===== src/rtl/acl_pkg.sv =====
// rtl/acl_pkg.sv - shared constants, state type and axis slicing for the accelerometer filter
package acl_pkg;

    localparam int ACL_AXES   = 3;
    localparam int ACL_AXIS_W = 5;

    typedef logic [0:0] acl_state_t;
    localparam acl_state_t ST_FILL = 1'b0;
    localparam acl_state_t ST_RUN  = 1'b1;

    // Axis 0 (X) sits in the most significant slice of the packed word.
    function automatic int axis_lsb(input int axis, input int axes, input int axis_w);
        return (axes - 1 - axis) * axis_w;
    endfunction

endpackage


===== src/rtl/acl_axis_avg.sv =====
// rtl/acl_axis_avg.sv - one axis moving-average window with running sum and registered average
module acl_axis_avg
    import acl_pkg::*;
#(
    parameter int AXIS_W     = ACL_AXIS_W,
    parameter int DEPTH_LOG2 = 2,
    parameter int PTR_W      = (DEPTH_LOG2 > 0) ? DEPTH_LOG2 : 1
) (
    input  logic                     clk,
    input  logic                     rst_n,
    input  logic                     flush,
    input  logic                     accept,
    input  logic [PTR_W-1:0]         wr_ptr,
    input  logic                     load_avg,
    input  logic signed [AXIS_W-1:0] sample,
    output logic signed [AXIS_W-1:0] avg
);

    localparam int DEPTH = 1 << DEPTH_LOG2;
    localparam int SUM_W = AXIS_W + DEPTH_LOG2;

    logic signed [AXIS_W-1:0] win [DEPTH];
    logic signed [SUM_W-1:0]  sum;
    logic signed [SUM_W-1:0]  sum_next;

    assign sum_next = sum + SUM_W'(sample) - SUM_W'(win[wr_ptr]);

    always_ff @(posedge clk or negedge rst_n) begin
        if (!rst_n) begin
            sum <= '0;
            avg <= '0;
            for (int i = 0; i < DEPTH; i++) win[i] <= '0;
        end else if (flush) begin
            sum <= '0;
            for (int i = 0; i < DEPTH; i++) win[i] <= '0;
        end else begin
            if (accept) begin
                sum         <= sum_next;
                win[wr_ptr] <= sample;
            end
            // Arithmetic shift floors toward minus infinity; the quotient always fits AXIS_W.
            if (load_avg) avg <= AXIS_W'(sum >>> DEPTH_LOG2);
        end
    end

endmodule


===== src/rtl/acl_motion_filter.sv =====
// rtl/acl_motion_filter.sv - per-axis averaging, warm-up FSM and rate-limited dead-zone stepping
module acl_motion_filter
    import acl_pkg::*;
#(
    parameter int AXES        = ACL_AXES,
    parameter int AXIS_W      = ACL_AXIS_W,
    parameter int DEPTH_LOG2  = 2,
    parameter int DEADZONE    = 2,
    parameter int TICK_CYCLES = 1666667
) (
    input  logic                     CLK100MHZ,
    input  logic                     reset_n,
    input  logic [AXES*AXIS_W-1:0]   acl_data,
    input  logic                     sample_valid,
    input  logic                     flush,
    output logic [AXES*AXIS_W-1:0]   avg_data,
    output logic                     avg_valid,
    output logic [AXES-1:0]          step_pos,
    output logic [AXES-1:0]          step_neg,
    output logic                     step_valid
);

    localparam int DEPTH  = 1 << DEPTH_LOG2;
    localparam int PTR_W  = (DEPTH_LOG2 > 0) ? DEPTH_LOG2 : 1;
    localparam int CNT_W  = DEPTH_LOG2 + 1;
    localparam int TICK_W = $clog2(TICK_CYCLES);
    localparam logic signed [AXIS_W:0] DZ_P = (AXIS_W+1)'(DEADZONE);
    localparam logic signed [AXIS_W:0] DZ_N = -DZ_P;

    acl_state_t        state;
    logic [CNT_W-1:0]  fill_cnt;
    logic [PTR_W-1:0]  wr_ptr;
    logic              accept;
    logic              accept_q;
    logic              load_avg;
    logic [TICK_W-1:0] tick_cnt;
    logic              tick_wrap;
    logic [AXES-1:0]   pos_cmp;
    logic [AXES-1:0]   neg_cmp;

    assign accept    = sample_valid & ~flush;
    assign load_avg  = accept_q & (state == ST_RUN) & ~flush;
    assign tick_wrap = (tick_cnt == TICK_W'(TICK_CYCLES - 1));

    for (genvar i = 0; i < AXES; i++) begin : g_axis
        localparam int LSB = axis_lsb(i, AXES, AXIS_W);
        logic signed [AXIS_W-1:0] avg_i;
        logic signed [AXIS_W:0]   avg_x;

        acl_axis_avg #(
            .AXIS_W     (AXIS_W),
            .DEPTH_LOG2 (DEPTH_LOG2),
            .PTR_W      (PTR_W)
        ) u_avg (
            .clk      (CLK100MHZ),
            .rst_n    (reset_n),
            .flush    (flush),
            .accept   (accept),
            .wr_ptr   (wr_ptr),
            .load_avg (load_avg),
            .sample   (acl_data[LSB +: AXIS_W]),
            .avg      (avg_i)
        );

        assign avg_data[LSB +: AXIS_W] = avg_i;
        assign avg_x                   = (AXIS_W+1)'(avg_i);
        assign pos_cmp[AXES-1-i]       = avg_x > DZ_P;
        assign neg_cmp[AXES-1-i]       = avg_x < DZ_N;
    end

    always_ff @(posedge CLK100MHZ or negedge reset_n) begin
        if (!reset_n) begin
            state     <= ST_FILL;
            fill_cnt  <= '0;
            wr_ptr    <= '0;
            accept_q  <= 1'b0;
            avg_valid <= 1'b0;
        end else if (flush) begin
            state     <= ST_FILL;
            fill_cnt  <= '0;
            wr_ptr    <= '0;
            accept_q  <= 1'b0;
            avg_valid <= 1'b0;
        end else begin
            accept_q  <= sample_valid;
            avg_valid <= load_avg;
            if (sample_valid) begin
                wr_ptr <= (wr_ptr == PTR_W'(DEPTH - 1)) ? '0 : wr_ptr + 1'b1;
                if (state == ST_FILL) begin
                    fill_cnt <= fill_cnt + 1'b1;
                    if (fill_cnt == CNT_W'(DEPTH - 1)) state <= ST_RUN;
                end
            end
        end
    end

    // Steps sample the registered average as it stood before this edge.
    always_ff @(posedge CLK100MHZ or negedge reset_n) begin
        if (!reset_n) begin
            tick_cnt   <= '0;
            step_valid <= 1'b0;
            step_pos   <= '0;
            step_neg   <= '0;
        end else begin
            tick_cnt   <= tick_wrap ? '0 : tick_cnt + 1'b1;
            step_valid <= tick_wrap;
            if (flush) begin
                step_pos <= '0;
                step_neg <= '0;
            end else if (tick_wrap) begin
                step_pos <= (state == ST_RUN) ? pos_cmp : '0;
                step_neg <= (state == ST_RUN) ? neg_cmp : '0;
            end
        end
    end

endmodule


===== config.mk =====
export PLATFORM = sky130hd
export DESIGN_NAME = acl_motion_filter
export DESIGN_NICKNAME = d
export VERILOG_FILES = /design/src/rtl/acl_pkg.sv /design/src/rtl/acl_axis_avg.sv /design/src/rtl/acl_motion_filter.sv
export SDC_FILE = /design/constraint.sdc
export NUM_CORES = 1
export LEC_CHECK = 0
export BUFFER_PORTS_ARGS = -buffer_cell sky130_fd_sc_hd__buf_2
export CAP_MARGIN = 20
export CORE_AREA = 2 2 159 161
export CTS_CLUSTER_SIZE = 28
export DETAILED_ROUTE_END_ITERATION = 16
export DIE_AREA = 0 0 161 163
export GPL_ROUTABILITY_DRIVEN = 1
export MAX_ROUTING_LAYER = met4
export PLACE_DENSITY = 0.56
export SYNTH_ARGS = -nofsm -noshare
export SYNTH_HDL_FRONTEND = slang
export SYNTH_SLANG_ARGS = --single-unit

===== constraint.sdc =====
create_clock -name CLK100MHZ -period 8.97 [get_ports CLK100MHZ]
set_clock_uncertainty 0.05 [all_clocks]
set_input_delay 2.2425 -clock CLK100MHZ [delete_from_list [all_inputs] [get_ports CLK100MHZ]]
set_output_delay 2.2425 -clock CLK100MHZ [all_outputs]
set_load 0.05 [all_outputs]

==> flow_summary.yaml, run 1 <==
synthesis:
  synth_top_family_by_area: "simple AND/OR/NAND/NOR gates"
  synth_fp_nets: 842
  yosys.area_share.simple: 0.1852
  synth_compound_area_frac: 0.08941
  ys_ff_latch: 132
  synth_fa_ha_area_frac: 0.1045
  muxShareOfSynthArea: 0.07617
  synth-xor-area-share: 0.03009
  syn-mean-instance-area_um2: 9.414
  ys_types: 45
  synthesis.area_um2: 7277
  synth_cells: 773
  yosysWarnings: 0
  synth_edf_count: 0
  synth_ff_type: "dfrtp_1"
  yosysSeqAreaShare: 0.4539
  postSynth.asyncResetShare: 1.000
die:
  design.core.area_um2: 24670
  start_util: 0.2949
  io_pins: 42
  rows: 58
  die_x_um: 161
  die-area_um2: 26240
  dieHeight_um: 163
power_and_ir_drop:
  vdd_drop_max_uv: 105.2
  powerDensity_nw_per_um2: 228.2
  power.leakage_nw: 3.858
global_routing:
  grt_pass1_vias: 5382
  grt_first_pass_wirelength_um: 27990
  antenna_found_initial: 0
  grt_use_total: 0.1405
  overflow: 0
  grt_start_max_net_pins: 81
sta:
  drv_slew: 0
  tightest_slew_ps: 865.7
  timing.slew.headroom: 0.4211
  rsz0062_at_grt: "no"
  fin_tns_setup_ps: 0
  fmaxAchievable_ghz: 0.2339
  fin_crit_sh: 0.4767
  final_hold_viol_count: 0
  min_period_ps: 4276
  setup_viol: 0
critical_path:
  crit_required_ps: 9210
  r2r_end: "g_axis[2].u_avg.sum[5]$_DFFE_PN0P_"
  worst-path-max-fanout: 5
  cp-start-kind: "input port"
  reg2reg_from: "wr_ptr[0]$_DFFE_PN0P_"
  arrival_ps: 4520
  crit_path_end_kind: "register"
  r2r_slack_ps: 5210
  critical_path_class: "input port to register"
  worst_r2r_path_depth: 10
finish:
  area_delta_synth_final_pct: 14.82
  fill_cells: 2584
  diodes: 0
  nNetsFinal: 870
  layout_commonest_cell: "nand2_1"
  layout_common_cells: "nand2_1 (163), dfrtp_1 (132), inv_1 (77), a21oi_1 (75), nor2_1 (59)"
  drive_gt1_frac: 0.1253
  design_area_um2: 8356
clock_network:
  numCtsBuffers: 17
  clock_path_buffers: 2
  cts_root_buf: "clkbuf_16"
  path_clk_slew_ps: 60
  clk_latency_ps: 430
  ctsHoldBuffers: 0
  cts_sinks: 132
  cts_tree: "built"
  post-cts-setup-buffers: 0
  post_cts_resized: 0
  cts-htree-levels: 4
detailed_routing:
  postRouteAntennaNets: 0
  wl_um: 16730
  vias: 5226
  wl_per_cell_um: 14.62
  dr.first_iter.drc_count: 363
  drc: 0
  via_per_inst: 4.568
  dr.pass1.iters: 4
placement:
  place.gp.congestion: 0.7698
  place.port_buffers: 41
  dpl-instance-area_um2: 7785
  hpwlAfterDp_um: 11390
worst_hold_path:
  hold_start: "g_axis[0].u_avg.sum[3]$_DFFE_PN0P_"
  hold_path_class: "register to register"
  holdPathStages: 2
  holdPathEnd: "g_axis[0].u_avg.sum[3]$_DFFE_PN0P_"
flow_run:
  maxCapViolations: 0
status:
  status: "finished clean"
-- sequential cells by signal, summed over array words and instances, names as in the netlist, 2 cells and up --
register          cells
g_axis.u_avg.win     60
g_axis.u_avg.avg     15
step_pos              3
step_neg              3
tick_cnt             21
g_axis.u_avg.sum     21
fill_cnt              3
wr_ptr                2
-- cell usage after synthesis, types with 9 or more instances --
| library cell | number | area share |
|---|---|---|
| inv_1 | 77 | 0.040 |
| clkbuf_1 | 17 | 0.0088 |
| fa_1 | 18 | 0.050 |
| xor2_1 | 12 | 0.014 |
| nand4_1 | 9 | 0.0077 |
| xnor2_1 | 13 | 0.016 |
| a21oi_1 | 75 | 0.052 |
| ha_1 | 32 | 0.055 |
| nor2b_1 | 10 | 0.0086 |
| o21ai_0 | 21 | 0.014 |
| nand3_1 | 18 | 0.012 |
| mux2i_1 | 16 | 0.022 |
| nor2_1 | 59 | 0.030 |
| dfrtp_1 | 132 | 0.45 |
| mux4_2 | 15 | 0.046 |
| buf_2 | 11 | 0.0076 |
| nand2_1 | 163 | 0.084 |
-- worst max-delay path, cell delays in order --
cell     delay, ps
buf_2          130
inv_1           80
fa_1           590
inv_1           50
ha_1           280
a21oi_1        150
nor2b_1         80
o31ai_1        320
nor4b_1         90
or4_1          510
-- power breakdown --
part	internal, mW	switching [mW]	leakage [nW]
clock network	0.390	0.288	0.279
logic	0.234	0.320	1.78
registers	0.643	0.0311	1.80
total	1.27	0.639	3.86
-- layout make-up --
class	count	area, um^2	share of cell area
multi-input cells	527	3532	0.4227
flip-flops and latches	132	3303	0.3953
clock buffers	18	429.2	0.05136
well taps	330	412.9	0.04942
inverters	78	292.8	0.03504
repair buffers	45	244.0	0.02920
clock inverters	14	141.4	0.01692
-- per-stage QoR --
| step | power, mW | util | cells | hold WS [ps] | setup WS, ps |
|---|---|---|---|---|---|
| after floorplan | 1.106 | - | 773 | 399.8 | 4641 |
| after global placement | 1.232 | 0.3155 | 1112 | 423.9 | 4280 |
| after detailed placement | 1.245 | 0.3155 | 1112 | 422.6 | 4236 |
| after CTS | 1.935 | 0.3386 | 1144 | 435.4 | 4685 |
| after global routing | 2.048 | 0.3386 | 1144 | 453.8 | 4549 |
| final | 1.907 | 0.3386 | 1144 | 425.4 | 4694 |
-- worst max-delay path by stage --
stage                      startpoint                            endpoint  slack (ps)  cells after the start
after floorplan           acl_data[1]  g_axis[2].u_avg.sum[5]$_DFFE_PN0P_        4640                      9
after global placement    acl_data[1]  g_axis[2].u_avg.sum[5]$_DFFE_PN0P_        4280                     10
after detailed placement  acl_data[1]  g_axis[2].u_avg.sum[5]$_DFFE_PN0P_        4240                     10
after CTS                 acl_data[1]  g_axis[2].u_avg.sum[5]$_DFFE_PN0P_        4680                     10
after global routing      acl_data[1]  g_axis[2].u_avg.sum[5]$_DFFE_PN0P_        4550                     10
final                     acl_data[1]  g_axis[2].u_avg.sum[5]$_DFFE_PN0P_        4690                     10
-- routing by layer --
metal,global-route usage,vias up,part of all wire
li1,-,2606,-
met1,0.1797,2519,0.48
met2,0.2251,87,0.47
met3,0.03463,14,0.040
met4,0.03450,0,0.0097
met5,-,-,0
-- cells by family after synthesis --
family | count (synthesis)
AND/OR/NAND/NOR | 298
flip-flops | 132
AO/OA/AOI/OAI | 118
buffers and inverters | 114
adder cells (fa/ha/maj) | 50
multiplexers | 36
XOR/XNOR | 25
(Power assumes the default switching activity.)
==> run 2: changes to the inputs <==
==> constraint.sdc (replaced) <==
create_clock -name CLK100MHZ -period 4.4 [get_ports CLK100MHZ]
set_clock_uncertainty 0.05 [all_clocks]
set_input_delay 1.1 -clock CLK100MHZ [delete_from_list [all_inputs] [get_ports CLK100MHZ]]
set_output_delay 1.1 -clock CLK100MHZ [all_outputs]
set_load 0.05 [all_outputs]
==> flow_summary.yaml, run 2 (synthesis results as in run 1) <==
clock_network:
  ctsHoldBuffers: 0
  clock_path_buffers: 2
  cts_root_buf: "clkbuf_16"
  numCtsBuffers: 17
  post-cts-setup-buffers: 0
  path_clk_slew_ps: 70
  cts_tree: "built"
  clk_latency_ps: 420
  cts-htree-levels: 4
  cts_sinks: 132
  post_cts_resized: 0
finish:
  design_area_um2: 8401
  diodes: 0
  largest-register: "g_axis.u_avg.win"
  final_util: 0.3405
  layout_common_cells: "nand2_1 (163), dfrtp_1 (132), inv_1 (77), a21oi_1 (75), nor2_1 (59)"
  top_regs: "g_axis.u_avg.win: 60 flops, g_axis.u_avg.sum: 21 flops, tick_cnt: 21 flops"
  nNetsFinal: 873
  fill_cells: 2548
  largest_reg_flops: 60
  drive_gt1_frac: 0.1297
  area_delta_synth_final_pct: 15.44
  layout_commonest_cell: "nand2_1"
  fin_cells: 1147
global_routing:
  antenna_found_initial: 0
  grt_start_max_net_pins: 83
  overflow: 0
  grt_pass1_vias: 5174
  grt_first_pass_wirelength_um: 28000
  grt_use_total: 0.1407
sta:
  whs_ps: 434.5
  tightest_slew_ps: 837.9
  fin_tns_setup_ps: 0
  min_period_ps: 3440
  setup_viol: 0
  timing.slew.headroom: 0.4414
  final_hold_viol_count: 0
  rsz0062_at_grt: "no"
  drv_slew: 0
  setup_slack_ps: 959.9
  fmaxAchievable_ghz: 0.2907
  fin_crit_sh: 0.7818
power_and_ir_drop:
  vdd_drop_max_uv: 185.2
  swShare: 0.3446
  p_comb_frac: 0.293
  p_int_mw: 2.552
  p_clk_frac: 0.356
  seq_power_share: 0.351
  net-switching-power_mw: 1.342
  power.leakage_nw: 3.885
  powerDensity_nw_per_um2: 463.5
  totalPowerFinal_mw: 3.893
critical_path:
  worst-path-max-fanout: 16
  arrival_ps: 3680
  cp-start-kind: "register"
  crit_path_end_kind: "register"
  crit_required_ps: 4640
  critical_path_class: "register to register"
detailed_routing:
  route.met2.wl_um: 7866
  drc: 0
  wl_met3_um: 526
  vias: 5289
  wl_per_cell_um: 14.77
  dr.first_iter.drc_count: 349
  via_per_inst: 4.611
  dr.pass1.iters: 4
  wl_um: 16940
  drt-met1-wl_um: 8333
  postRouteAntennaNets: 0
  routed.top_layer: "met4"
die:
  rows: 58
  die_x_um: 161
  design.core.area_um2: 24670
  die-area_um2: 26240
  dieHeight_um: 163
  io_pins: 42
  start_util: 0.2949
placement:
  place.gp.congestion: 0.7504
  pre_cts_slack_ps: 884.5
  dpl-instance-area_um2: 7820
  place.port_buffers: 41
  dp_cells: 1115
  hpwlAfterDp_um: 11360
worst_hold_path:
  hold_path_class: "register to register"
status:
  status: "finished clean"
flow_run:
  maxCapViolations: 0
[run 2: layout make-up]
cell class / instances / area (um^2) / area share
Timing Repair Buffer: 48 / 279.0 / 0.03321
Inverter: 78 / 292.8 / 0.03485
Multi-Input combinational cell: 527 / 3532 / 0.4205
Clock buffer: 17 / 425.4 / 0.05064
Sequential cell: 132 / 3303 / 0.3932
Tap cell: 330 / 412.9 / 0.04915
Clock inverter: 15 / 155.1 / 0.01847
[run 2: per-layer routing]
layer  up-vias  global-route usage
li1       2616                   -
met1      2584              0.1877
met2        75              0.2169
met3        14             0.03056
met4         0             0.03977
met5         -                   -
[run 2: final timing paths]
| path | start | slack, ps | cells after the start | to |
|---|---|---|---|---|
| worst max-delay path | wr_ptr[0]$_DFFE_PN0P_ | 960 | 10 | g_axis[1].u_avg.sum[5]$_DFFE_PN0P_ |
| worst min-delay path | g_axis[2].u_avg.sum[6]$_DFFE_PN0P_ | 430 | 2 | g_axis[2].u_avg.avg[4]$_DFFE_PN0P_ |
| worst max register to register | wr_ptr[0]$_DFFE_PN0P_ | 960 | 10 | g_axis[1].u_avg.sum[5]$_DFFE_PN0P_ |
| worst min register to register | g_axis[2].u_avg.sum[6]$_DFFE_PN0P_ | 430 | 2 | g_axis[2].u_avg.avg[4]$_DFFE_PN0P_ |
| max in group asynchronous | reset_n | 2750 | 2 | step_neg[1]$_DFFE_PN0P_ |
| min in group asynchronous | reset_n | 680 | 1 | g_axis[2].u_avg.win[10]$_DFFE_PN0P_ |
[run 2: critical path: stages, from the launching register on]
cell and delay (ps):
dfrtp_1 510, buf_12 230, mux4_2 520, fa_1 550
inv_1 60, ha_1 280, a21oi_1 130, nor2b_1 80
o31ai_1 270, nor4b_1 90, or4_1 530
[run 2: power groups by stage]
| stage | combinational (mW) | sequential (mW) | clock, mW |
|---|---|---|---|
| after floorplan | 0.864 | 1.39 | 0 |
| after global placement | 1.12 | 1.39 | 0 |
| after detailed placement | 1.14 | 1.39 | 0 |
| after CTS | 1.15 | 1.37 | 1.42 |
| after global routing | 1.31 | 1.38 | 1.48 |
| final | 1.14 | 1.37 | 1.39 |
==> run 3: changes to the inputs <==
--- a/config.mk
+++ b/config.mk
@@ -13,7 +13,7 @@
 export DIE_AREA = 0 0 161 163
 export GPL_ROUTABILITY_DRIVEN = 1
 export MAX_ROUTING_LAYER = met4
-export PLACE_DENSITY = 0.56
+export PLACE_DENSITY = 0.57
 export SYNTH_ARGS = -nofsm -noshare
 export SYNTH_HDL_FRONTEND = slang
 export SYNTH_SLANG_ARGS = --single-unit
==> constraint.sdc (replaced) <==
create_clock -name CLK100MHZ -period 3.1 [get_ports CLK100MHZ]
set_clock_uncertainty 0.05 [all_clocks]
set_input_delay 0.775 -clock CLK100MHZ [delete_from_list [all_inputs] [get_ports CLK100MHZ]]
set_output_delay 0.775 -clock CLK100MHZ [all_outputs]
set_load 0.05 [all_outputs]
==> flow_summary.yaml, run 3 (synthesis results as in run 1) <==
status:
  status: "finished with violations"
  violations: "setup timing"
clock_network:
  cts_sinks: 132
  clk_latency_ps: 430
  cts-htree-levels: 4
  cts_tree: "built"
  numCtsBuffers: 17
  clock_path_buffers: 2
  cts_root_buf: "clkbuf_16"
  path_clk_slew_ps: 60
flow_run:
  maxCapViolations: 0
sta:
  fin_crit_sh: 1.030
  setup_slack_ps: -93.43
  final_hold_viol_count: 0
  tightest_slew_ps: 672.6
  setup_viol: 5
  timing.slew.headroom: 0.5516
  min_period_ps: 3193
  rsz0062_at_grt: "yes"
  drv_slew: 0
  fmaxAchievable_ghz: 0.3131
finish:
  design_area_um2: 9095
  area_delta_synth_final_pct: 24.98
  fin_cells: 1197
  seq_area_um2: 3304
  final_util: 0.3686
  drive_gt1_frac: 0.2238
  nNetsFinal: 923
  layout_common_cells: "nand2_1 (163), dfrtp_1 (131), inv_1 (72), a21oi_1 (72), nor2_1 (59)"
  layout_commonest_cell: "nand2_1"
  largest-register: "g_axis.u_avg.win"
  largest_reg_flops: 60
  multi_input_area_um2: 3790
  diodes: 0
  fill_cells: 2503
  top_regs: "g_axis.u_avg.win: 60 flops, g_axis.u_avg.sum: 21 flops, tick_cnt: 21 flops"
power_and_ir_drop:
  p_int_mw: 4.095
  power.leakage_nw: 4.157
  powerDensity_nw_per_um2: 672.8
  seq_power_share: 0.318
  vdd_drop_max_uv: 370.9
  p_comb_frac: 0.351
  p_clk_frac: 0.331
  totalPowerFinal_mw: 6.119
  net-switching-power_mw: 2.024
  swShare: 0.3308
die:
  design.core.area_um2: 24670
  rows: 58
  io_pins: 42
  die_x_um: 161
  die-area_um2: 26240
  dieHeight_um: 163
  start_util: 0.2949
detailed_routing:
  wl_per_cell_um: 15.22
  postRouteAntennaNets: 0
  wl_um: 18210
  drc: 0
  dr.pass1.iters: 4
  vias: 5499
  via_per_inst: 4.594
  dr.first_iter.drc_count: 333
global_routing:
  grt_first_pass_wirelength_um: 29830
  antenna_found_initial: 0
  grt_pass1_vias: 5473
  grt_use_total: 0.1500
  grt_start_max_net_pins: 66
  overflow: 0
placement:
  dp_cells: 1156
  place.port_buffers: 41
  place.gp.congestion: 0.7882
  dpl-instance-area_um2: 8210
  hpwlAfterDp_um: 12650
critical_path:
  arrival_ps: 3450
  critical_path_class: "register to register"
  worst-path-max-fanout: 5
  cp-start-kind: "register"
  crit_path_end_kind: "register"
  crit_required_ps: 3360
worst_hold_path:
  hold_path_class: "input port to async pin"
-- run 3: changes by cell type in the layout (fill, tap and decap cells not counted), sizes merged --
cell      delta
clkinv       +3
buf         +50
bufinv       +2
inv          -7
clkbuf       +1
clkinvlp     +1
-- run 3: cell type report --
cell class                      instances  area share
Clock inverter                         14     0.01678
Multi-Input combinational cell        527      0.4167
Tap cell                              330     0.04540
Clock buffer                           18     0.04829
Timing Repair Buffer                   98     0.07731
Sequential cell                       132      0.3633
Inverter                               78     0.03219
-- run 3: per-stage QoR --
| step | hold WS (ps) | setup TNS, ps | setup slack, ps |
|---|---|---|---|
| 6_report | 251.0 | -243.9 | -93.43 |
| 2_1_floorplan | 399.8 | -152.3 | -83.80 |
| 4_1_cts | 258.0 | -369.1 | -90.34 |
| 3_3_place_gp | 415.4 | -274.6 | -95.44 |
| 5_1_grt | 275.4 | -937.6 | -180.7 |
| 3_5_place_dp | 426.5 | -555.4 | -125.3 |
-- run 3: path summary, 6_finish.rpt --
path                       slack (ps)                               start  cells past startpoint                             endpoint
max in group asynchronous        2000                             reset_n                      2              step_pos[1]$_DFFE_PN0P_
min reg2reg                       430  g_axis[0].u_avg.sum[3]$_DFFE_PN0P_                      2   g_axis[0].u_avg.sum[3]$_DFFE_PN0P_
min in group CLK100MHZ            430  g_axis[0].u_avg.sum[3]$_DFFE_PN0P_                      2   g_axis[0].u_avg.sum[3]$_DFFE_PN0P_
min                               250                             reset_n                      1  g_axis[2].u_avg.win[15]$_DFFE_PN0P_
max                               -90               wr_ptr[0]$_DFFE_PN0P_                     13   g_axis[2].u_avg.sum[6]$_DFFE_PN0P_
max reg2reg                       -90               wr_ptr[0]$_DFFE_PN0P_                     13   g_axis[2].u_avg.sum[6]$_DFFE_PN0P_
-- run 3: what timing repair did --
action | in CTS | in global routing
setup endpoints to repair | 6 | 6
gates cloned | 1 | 0
hold buffers | 0 | 0
setup buffers | 2 | 8
gates resized for setup | 7 | 37
pin swaps | 2 | 20
-- run 3: power by group through the flow --
stage / Combinational [mW] / Sequential [mW] / Clock, mW
2_1_floorplan: 1.26 / 1.98 / 0
3_3_place_gp: 1.77 / 1.97 / 0
3_5_place_dp: 1.80 / 1.98 / 0
4_1_cts: 1.85 / 1.95 / 2.07
5_1_grt: 2.42 / 1.96 / 2.15
6_report: 2.15 / 1.95 / 2.02
-- run 3: metal layers --
metal / vias up / routed length [um] / GRT usage
met5: - / 0 / -
met2: 79 / 8579 / 0.2296
met4: 0 / 221 / 0.05235
met3: 20 / 659 / 0.02827
li1: 2714 / - / -
met1: 2686 / 8753 / 0.2002
-- run 3: worst max-delay path, stage by stage, from the launching register on --
cell and delay (ps):
dfrtp_2 430, buf_12 140, buf_4 110, mux4_2 520, ha_4 220, inv_1 90
ha_4 150, inv_1 60, fa_2 400, nor2b_2 130, o31a_1 190, o21ai_1 90
a211o_1 230, mux2_2 270
